**config.mk**
```make
export PLATFORM = sky130hd
export DESIGN_NAME = ebus_cycle_decoder_flat
export DESIGN_NICKNAME = d
export VERILOG_FILES = /design/src/rtl/ebus_cycle_decoder_if.sv /design/src/rtl/ebus_cycle_decoder.sv /design/src/flat_wrapper.sv
export SDC_FILE = /design/constraint.sdc
export NUM_CORES = 1
export LEC_CHECK = 0
export CORE_MARGIN = 2
export CORE_UTILIZATION = 40
export DETAILED_ROUTE_END_ITERATION = 10
export DONT_BUFFER_PORTS = 1
export GPL_ROUTABILITY_DRIVEN = 0
export GPL_TIMING_DRIVEN = 0
export PLACE_DENSITY_LB_ADDON = 0.25
export SETUP_SLACK_MARGIN = 0.1
export SLEW_MARGIN = 25
export SYNTH_ARGS = -nofsm -noshare
export SYNTH_HDL_FRONTEND = slang
export SYNTH_SLANG_ARGS = --single-unit
```
**constraint.sdc**
```tcl
create_clock -name clk -period 3.8 [get_ports clk]
set_clock_uncertainty 0.15 [all_clocks]
set_input_delay 1.14 -clock clk [delete_from_list [all_inputs] [get_ports clk]]
set_output_delay 1.14 -clock clk [all_outputs]
set_load 0.03 [all_outputs]
```
**src/rtl/ebus_cycle_decoder_if.sv**
```systemverilog
`default_nettype none
//============================================================================
// Module      : ebus_cycle_decoder_if
// Description : Signal bundle for the Z80 expansion-bus cycle decoder.
//               Carries the asynchronous Z80 bus (address, data, strobes),
//               the decoded command side (address/data/strobes to the
//               VDP/PSG/mapper consumers) and the read-data return path.
//   slave  modport : the decoder (samples ebus_*, drives commands/read data)
//   master modport : the bus/consumer side (drives ebus_*, bus_rddata)
// Revision    : 1.0 - initial release
//============================================================================
interface ebus_cycle_decoder_if;
    // Z80 side (asynchronous to clk)
    logic [15:0] ebus_a;
    logic [7:0]  ebus_d_in;
    logic        ebus_rd_n;
    logic        ebus_wr_n;
    logic        ebus_mreq_n;
    logic        ebus_iorq_n;
    // Command side (clk domain)
    logic [15:0] bus_addr;
    logic [7:0]  bus_wrdata;
    logic        io_wr;
    logic        io_rd;
    logic        mem_wr;
    logic        mem_rd;
    logic [7:0]  bus_rddata;
    // Read data returned to the Z80 bus
    logic [7:0]  ebus_d_out;
    logic        ebus_d_oe;

    modport slave (
        input  ebus_a, ebus_d_in, ebus_rd_n, ebus_wr_n, ebus_mreq_n, ebus_iorq_n,
        input  bus_rddata,
        output bus_addr, bus_wrdata, io_wr, io_rd, mem_wr, mem_rd,
        output ebus_d_out, ebus_d_oe
    );

    modport master (
        output ebus_a, ebus_d_in, ebus_rd_n, ebus_wr_n, ebus_mreq_n, ebus_iorq_n,
        output bus_rddata,
        input  bus_addr, bus_wrdata, io_wr, io_rd, mem_wr, mem_rd,
        input  ebus_d_out, ebus_d_oe
    );
endinterface
`default_nettype wire

```
**src/rtl/ebus_cycle_decoder.sv**
```systemverilog
`default_nettype none
//============================================================================
// Module      : ebus_cycle_decoder
// Description : Front end of the Z80 expansion-bus path. Synchronizes the
//               async bus strobes, glitch-filters the cycle qualifiers,
//               classifies each cycle as I/O/memory read/write and emits one
//               single-cycle command strobe with latched address/write data.
//               Read data from the consumer is held on ebus_d_out with
//               ebus_d_oe while the Z80 read is still in progress.
// Ports       : clk, reset (async, active-high)
//               bus : ebus_cycle_decoder_if.slave (Z80 bus + command side)
// Parameters  : SYNC_STAGES - flops per strobe synchronizer (>= 2)
//               FILTER_LEN  - synced samples a qualifier must hold
// Revision    : 1.0 - initial release
//============================================================================
module ebus_cycle_decoder #(
    parameter int SYNC_STAGES = 2,
    parameter int FILTER_LEN  = 2
) (
    input  logic                 clk,
    input  logic                 reset,
    ebus_cycle_decoder_if.slave  bus
);

    localparam int               C_SYNC_W   = 4 * SYNC_STAGES;
    localparam int               C_CNT_W    = $clog2(FILTER_LEN + 1);
    localparam logic [C_CNT_W-1:0] C_CNT_MAX  = C_CNT_W'(FILTER_LEN);
    localparam logic [C_CNT_W-1:0] C_CNT_LAST = C_CNT_W'(FILTER_LEN - 1);

    // Qualifier / strobe bit positions
    localparam int C_Q_IOW = 3;
    localparam int C_Q_IOR = 2;
    localparam int C_Q_MW  = 1;
    localparam int C_Q_MR  = 0;

    generate
        if (SYNC_STAGES < 2) begin : g_bad_sync_stages
            $error("ebus_cycle_decoder: SYNC_STAGES must be at least 2");
        end
    endgenerate

    typedef enum logic [1:0] {
        ST_WAIT_IDLE = 2'd0,
        ST_IDLE      = 2'd1,
        ST_ACT_WR    = 2'd2,
        ST_ACT_RD    = 2'd3
    } state_t;

    // ------------------------------------------------------------------
    // Synchronizers: one nibble {rd_n, wr_n, mreq_n, iorq_n} per stage,
    // newest sample in the low nibble. Reset to the idle (all high) level.
    // ------------------------------------------------------------------
    logic [C_SYNC_W-1:0] r_sync;
    logic [15:0]         r_a;
    logic [7:0]          r_d;

    always_ff @(posedge clk or posedge reset) begin
        if (reset) begin
            r_sync <= '1;
            r_a    <= '0;
            r_d    <= '0;
        end else begin
            r_sync <= {r_sync[C_SYNC_W-5:0], bus.ebus_rd_n, bus.ebus_wr_n,
                       bus.ebus_mreq_n, bus.ebus_iorq_n};
            r_a    <= bus.ebus_a;
            r_d    <= bus.ebus_d_in;
        end
    end

    logic [3:0] w_sync_last;
    logic [3:0] w_sync_ahead;
    logic       w_rd, w_wr, w_mreq, w_iorq;
    logic       w_wr_ahead;
    logic       w_all_idle;
    logic       w_invalid;
    logic       w_req_sel;
    logic [3:0] w_qual;
    logic [3:0] w_hit;

    assign w_sync_last  = r_sync[C_SYNC_W-1 -: 4];
    // Stage that becomes the synced value on the next edge; lets oe drop
    // in the same cycle that synced wr_n goes low.
    assign w_sync_ahead = r_sync[C_SYNC_W-5 -: 4];
    assign w_rd         = w_sync_last[3];
    assign w_wr         = w_sync_last[2];
    assign w_mreq       = w_sync_last[1];
    assign w_iorq       = w_sync_last[0];
    assign w_wr_ahead   = w_sync_ahead[2];
    // Every stage idle: the whole pipeline holds post-release samples.
    assign w_all_idle   = &r_sync;
    assign w_invalid    = (~w_mreq & ~w_iorq) | (~w_rd & ~w_wr);

    assign w_qual[C_Q_IOW] = ~w_iorq & ~w_wr &  w_rd;
    assign w_qual[C_Q_IOR] = ~w_iorq & ~w_rd &  w_wr;
    assign w_qual[C_Q_MW]  = ~w_mreq & ~w_wr &  w_rd;
    assign w_qual[C_Q_MR]  = ~w_mreq & ~w_rd &  w_wr;

    // ------------------------------------------------------------------
    // Glitch filter: counters saturate at FILTER_LEN, so a qualifier held
    // forever can hit the accept value (FILTER_LEN-1 -> FILTER_LEN) once.
    // ------------------------------------------------------------------
    logic [C_CNT_W-1:0] r_cnt [4];

    always_ff @(posedge clk or posedge reset) begin
        if (reset) begin
            for (int i = 0; i < 4; i++) r_cnt[i] <= '0;
        end else begin
            for (int i = 0; i < 4; i++) begin
                if (w_invalid || !w_qual[i]) begin
                    r_cnt[i] <= '0;
                end else if (r_cnt[i] != C_CNT_MAX) begin
                    r_cnt[i] <= r_cnt[i] + 1'b1;
                end
            end
        end
    end

    // Accept on the edge where the counter reaches FILTER_LEN; qualifiers are
    // mutually exclusive once invalid combinations are excluded.
    always_comb begin
        w_hit = '0;
        for (int i = 0; i < 4; i++) begin
            w_hit[i] = w_qual[i] & ~w_invalid & (r_cnt[i] == C_CNT_LAST);
        end
    end

    // ------------------------------------------------------------------
    // Cycle FSM with registered outputs
    // ------------------------------------------------------------------
    state_t      r_state, w_state_nxt;
    logic [3:0]  r_strobe, w_strobe_nxt;
    logic [15:0] r_addr, w_addr_nxt;
    logic [7:0]  r_wrdata, w_wrdata_nxt;
    logic [7:0]  r_dout, w_dout_nxt;
    logic        r_oe, w_oe_nxt;
    logic        r_sel_io, w_sel_io_nxt;
    logic        r_primed;

    // Selected request released (high) for the active cycle
    assign w_req_sel = r_sel_io ? w_iorq : w_mreq;

    always_ff @(posedge clk or posedge reset) begin
        if (reset) begin
            r_state  <= ST_WAIT_IDLE;
            r_strobe <= '0;
            r_addr   <= '0;
            r_wrdata <= '0;
            r_dout   <= '0;
            r_oe     <= 1'b0;
            r_sel_io <= 1'b0;
            r_primed <= 1'b0;
        end else begin
            r_state  <= w_state_nxt;
            r_strobe <= w_strobe_nxt;
            r_addr   <= w_addr_nxt;
            r_wrdata <= w_wrdata_nxt;
            r_dout   <= w_dout_nxt;
            r_oe     <= w_oe_nxt;
            r_sel_io <= w_sel_io_nxt;
            r_primed <= 1'b1;
        end
    end

    always_comb begin
        w_state_nxt  = r_state;
        w_strobe_nxt = '0;
        w_addr_nxt   = r_addr;
        w_wrdata_nxt = r_wrdata;
        w_dout_nxt   = r_dout;
        w_oe_nxt     = r_oe;
        w_sel_io_nxt = r_sel_io;
        case (r_state)
            ST_WAIT_IDLE: begin
                w_oe_nxt = 1'b0;
                // The synchronizers reset to idle, so the first post-reset
                // edge must not count as a bus release (r_primed).
                if (r_primed && w_all_idle) begin
                    w_state_nxt = ST_IDLE;
                end
            end
            ST_IDLE: begin
                w_oe_nxt = 1'b0;
                if (|w_hit) begin
                    w_strobe_nxt = w_hit;
                    w_addr_nxt   = r_a;
                    w_wrdata_nxt = r_d;
                    w_sel_io_nxt = w_hit[C_Q_IOW] | w_hit[C_Q_IOR];
                    w_state_nxt  = (w_hit[C_Q_IOW] | w_hit[C_Q_MW]) ? ST_ACT_WR
                                                                     : ST_ACT_RD;
                end
            end
            ST_ACT_WR: begin
                if (w_wr && w_req_sel) begin
                    w_state_nxt = ST_IDLE;
                end
            end
            ST_ACT_RD: begin
                if (!w_wr_ahead) begin
                    w_oe_nxt    = 1'b0;
                    w_state_nxt = ST_WAIT_IDLE;
                end else if (w_rd || w_req_sel) begin
                    w_oe_nxt    = 1'b0;
                    w_state_nxt = ST_IDLE;
                end else if (!r_oe) begin
                    // First cycle after the read strobe
                    w_dout_nxt = bus.bus_rddata;
                    w_oe_nxt   = 1'b1;
                end
            end
            default: begin
                w_oe_nxt    = 1'b0;
                w_state_nxt = ST_WAIT_IDLE;
            end
        endcase
    end

    assign bus.io_wr      = r_strobe[C_Q_IOW];
    assign bus.io_rd      = r_strobe[C_Q_IOR];
    assign bus.mem_wr     = r_strobe[C_Q_MW];
    assign bus.mem_rd     = r_strobe[C_Q_MR];
    assign bus.bus_addr   = r_addr;
    assign bus.bus_wrdata = r_wrdata;
    assign bus.ebus_d_out = r_dout;
    assign bus.ebus_d_oe  = r_oe;

endmodule
`default_nettype wire

```
**src/flat_wrapper.sv**
```systemverilog
// flat-port wrapper written by rule: the top's interface ports become plain ports
module ebus_cycle_decoder_flat 
#(
    parameter int SYNC_STAGES = 2,
    parameter int FILTER_LEN  = 2
)
  (clk, reset, bus_ebus_a, bus_ebus_d_in, bus_ebus_rd_n, bus_ebus_wr_n, bus_ebus_mreq_n, bus_ebus_iorq_n, bus_bus_rddata, bus_bus_addr, bus_bus_wrdata, bus_io_wr, bus_io_rd, bus_mem_wr, bus_mem_rd, bus_ebus_d_out, bus_ebus_d_oe);
  ebus_cycle_decoder_if bus_i ();
  input  logic clk;
  input  logic reset;
  input wire logic [$bits(bus_i.ebus_a)-1:0] bus_ebus_a;
  input wire logic [$bits(bus_i.ebus_d_in)-1:0] bus_ebus_d_in;
  input wire logic [$bits(bus_i.ebus_rd_n)-1:0] bus_ebus_rd_n;
  input wire logic [$bits(bus_i.ebus_wr_n)-1:0] bus_ebus_wr_n;
  input wire logic [$bits(bus_i.ebus_mreq_n)-1:0] bus_ebus_mreq_n;
  input wire logic [$bits(bus_i.ebus_iorq_n)-1:0] bus_ebus_iorq_n;
  input wire logic [$bits(bus_i.bus_rddata)-1:0] bus_bus_rddata;
  output wire logic [$bits(bus_i.bus_addr)-1:0] bus_bus_addr;
  output wire logic [$bits(bus_i.bus_wrdata)-1:0] bus_bus_wrdata;
  output wire logic [$bits(bus_i.io_wr)-1:0] bus_io_wr;
  output wire logic [$bits(bus_i.io_rd)-1:0] bus_io_rd;
  output wire logic [$bits(bus_i.mem_wr)-1:0] bus_mem_wr;
  output wire logic [$bits(bus_i.mem_rd)-1:0] bus_mem_rd;
  output wire logic [$bits(bus_i.ebus_d_out)-1:0] bus_ebus_d_out;
  output wire logic [$bits(bus_i.ebus_d_oe)-1:0] bus_ebus_d_oe;
  assign bus_i.ebus_a = bus_ebus_a;
  assign bus_i.ebus_d_in = bus_ebus_d_in;
  assign bus_i.ebus_rd_n = bus_ebus_rd_n;
  assign bus_i.ebus_wr_n = bus_ebus_wr_n;
  assign bus_i.ebus_mreq_n = bus_ebus_mreq_n;
  assign bus_i.ebus_iorq_n = bus_ebus_iorq_n;
  assign bus_i.bus_rddata = bus_bus_rddata;
  assign bus_bus_addr = bus_i.bus_addr;
  assign bus_bus_wrdata = bus_i.bus_wrdata;
  assign bus_io_wr = bus_i.io_wr;
  assign bus_io_rd = bus_i.io_rd;
  assign bus_mem_wr = bus_i.mem_wr;
  assign bus_mem_rd = bus_i.mem_rd;
  assign bus_ebus_d_out = bus_i.ebus_d_out;
  assign bus_ebus_d_oe = bus_i.ebus_d_oe;
  ebus_cycle_decoder #(.SYNC_STAGES(SYNC_STAGES), .FILTER_LEN(FILTER_LEN)) u_core (.clk(clk), .reset(reset), .bus(bus_i));
endmodule
```
==> impl_metrics.py <==
metrics = {
    "floorplan": {
        "die_w_microns": 91.02,
        "core_sq_mm": 0.007292,
        "initial_core_util_pct": 41.54,
        "fp-row-count": 31,
        "io_pins": 75,
        "dieArea_sq_mm": 0.008285,
        "die_h_microns": 91.02,
    },
    "timing": {
        "rsz0062_at_grt": "no",
        "finalSetupViolCount": 0,
        "finalSetupTns_ns": 0,
        "max_freq_mhz": 460.4,
        "hold_violations": 0,
        "holdWs_ns": 0.2121,
        "finalCritPeriodShare_pct": 57.16,
        "final-max-slew-violation-count": 0,
        "postLayoutSetupSlackWorst_ns": 1.628,
        "fin_crit_ns": 2.172,
    },
    "clock_tree": {
        "tritoncts": "built",
        "ctsLongestPathBuffers": 2,
        "clock_sinks": 81,
        "post_cts_resized": 0,
        "post_cts_buffers": 0,
        "clock_latency_ns": 0.34,
        "htreeDepth": 3,
        "postCtsHoldBufs": 0,
        "root_buffer": "clkbuf_8",
        "clk_pin_slew_ns": 0.08,
        "cts_made_buffers": 9,
    },
    "min_path": {
        "hold_class": "reg2reg",
    },
    "setup_path": {
        "cp-end-kind": "primary output",
        "required_ns": 2.51,
        "arrival_ns": 0.88,
        "crit_path_start_kind": "flip-flop",
        "cp_max_fo": 3,
        "crit_type": "reg2out",
    },
    "routing": {
        "num_vias": 1473,
        "totalWireLength_microns": 4694,
        "wl_per_cell_microns": 14.95,
        "ant_nets": 0,
        "drt_iter0_markers": 21,
        "drt-vias-per-instance": 4.691,
        "drc_errors": 0,
        "first_pass_iters": 4,
    },
    "power_and_ir_drop": {
        "sw_frac_of_total_pct": 22.95,
        "p_seq_share_pct": 58.5,
        "switchingPower_mw": 0.3646,
        "p_leak_nw": 1.654,
        "combPwrFrac_pct": 3.5,
        "p_per_area_mw_per_mm2": 472.1,
        "internal_power_mw": 1.224,
        "clockPowerShare_pct": 37.9,
        "ir_drop_mv": 0.2457,
    },
    "yosys": {
        "yosysUniqueCellTypes": 29,
        "synth_nets": 244,
        "seq_area_frac_synth_pct": 67.24,
        "avgSynthCellArea_sq_um": 15.30,
        "synth_edf_count": 0,
        "synthCells": 198,
        "ys_seq_elements": 81,
        "async_flop_share_pct": 100.0,
        "ys.warnings.count": 0,
        "yosys_most_used_dff": "dfrtp_1",
        "synthesis.area_sq_mm": 0.003029,
    },
    "grt": {
        "grt_overflow": 0,
        "antenna_found_initial": 0,
        "grt_pass1_vias": 1541,
        "grt_max_degree": 44,
        "grt_pass1_wl_microns": 7852,
        "globalRouteTotalUtil_pct": 12.53,
    },
    "finish": {
        "post-route-util_pct": 46.14,
        "multi_input_area_sq_um": 892.1,
        "drive_gt1_share_pct": 30.70,
        "seq_area_sq_mm": 0.002037,
        "fill_cells": 682,
        "syn_to_final_growth_pct": 11.07,
        "final_nets": 256,
        "design_area_sq_mm": 0.003364,
        "antenna_cells": 0,
    },
    "job": {
        "cap_violations": 0,
    },
    "place": {
        "pre_cts_ws_ns": 1.692,
        "hpwl_microns": 3200,
        "io_buffers": 0,
        "placed_area_sq_mm": 0.003176,
    },
    "outcome": {
        "status": "finished, final reports clean",
    },
}
==> synth_stat cells (all sizes together) (2+ instances only) <==
cell / number / area share, %
a21oi: 5 / 0.83
a22oi: 2 / 0.50
and2b: 5 / 1.4
buf: 4 / 1.9
dfrtp: 73 / 60
dfstp: 8 / 6.9
ha: 8 / 3.3
inv: 11 / 1.4
mux2: 33 / 15
mux2i: 2 / 0.66
nand2: 13 / 1.7
nand4: 2 / 0.41
nand4b: 2 / 0.58
nor2: 18 / 2.2
xor2: 4 / 1.2
==> cell usage in the layout (no fill, tap or decap), drive strengths merged <==
master	count
xor2	4
bufinv	1
a22oi	2
o22a	1
nor2	18
o221ai	1
dfstp	8
a21oi	5
dfrtp	73
inv	11
nand3	1
a22o	1
clkbuf	11
mux2	33
buf	5
clkinv	4
nand4	2
and2b	5
mux2i	2
ha	8
nor3b	1
nand2	13
conb	1
o21ai	1
and4b	1
nand4b	2
==> through the flow <==
stage / cells / total power, mW
final: 314 / 1.589
after global routing: 314 / 1.666
after CTS: 314 / 1.619
after detailed placement: 298 / 1.005
after global placement: 297 / 1.000
after floorplan: 198 / 0.9874
==> per-layer routing <==
metal | GRT usage, % | vias to the layer above | share of wire, %
li1 | - | 679 | -
met1 | 15.55 | 731 | 44
met2 | 17.53 | 58 | 44
met3 | 8.382 | 5 | 11
met4 | 4.167 | 0 | 1.3
met5 | 0 | - | 0
==> cell type report <==
class / count / area share (%)
Sequential cell: 81 / 60.54
Multi-Input combinational cell: 102 / 26.52
Clock buffer: 11 / 3.905
Tap cell: 99 / 3.682
Buffer: 4 / 1.748
Clock inverter: 5 / 1.711
Inverter: 11 / 1.302
Timing Repair Buffer: 1 / 0.5950
==> kinds of logic after synthesis <==
family | share of synthesized area (%)
compound gates | 2.354
other cells | 0.1238
fa+ha+maj | 3.305
simple gates | 7.228
flops | 67.24
buf+inv | 3.305
xor+xnor | 1.156
mux | 15.28
==> power groups by stage <==
stage	Sequential (mW)	Clock (mW)	Combinational (mW)
6_report	0.930	0.603	0.0563
5_1_grt	0.934	0.667	0.0654
3_3_place_gp	0.946	0	0.0539
4_1_cts	0.930	0.631	0.0584
2_1_floorplan	0.941	0	0.0459
3_5_place_dp	0.947	0	0.0579
==> worst paths after layout <==
path | start | endpoint | slack, ns | cells past startpoint
setup / recovery | u_core.bus.ebus_d_oe | bus_ebus_d_oe | 1.63 | 0
hold / removal | u_core.r_sync[1] | u_core.r_sync[5] | 0.21 | 0
setup reg to reg | u_core.r_sync[5] | u_core.bus.bus_addr[1] | 1.69 | 6
hold reg to reg | u_core.r_sync[1] | u_core.r_sync[5] | 0.21 | 0
max in group asynchronous | reset | u_core.r_sync[0] | 2.30 | 2
min in group asynchronous | reset | u_core.bus.bus_wrdata[0] | 0.53 | 1
==> sequential cells by signal, summed over array words and instances (netlist names) <==
signal,flops
u_core.bus.bus_addr,16
u_core.r_a,16
u_core.bus.bus_wrdata,8
u_core.bus.ebus_d_out,8
u_core.r_cnt,8
u_core.r_d,8
u_core.r_sync,8
u_core.r_strobe,4
u_core.r_state,2
u_core.bus.ebus_d_oe,1
u_core.r_primed,1
u_core.r_sel_io,1
Power figures use the tool's default switching activity.
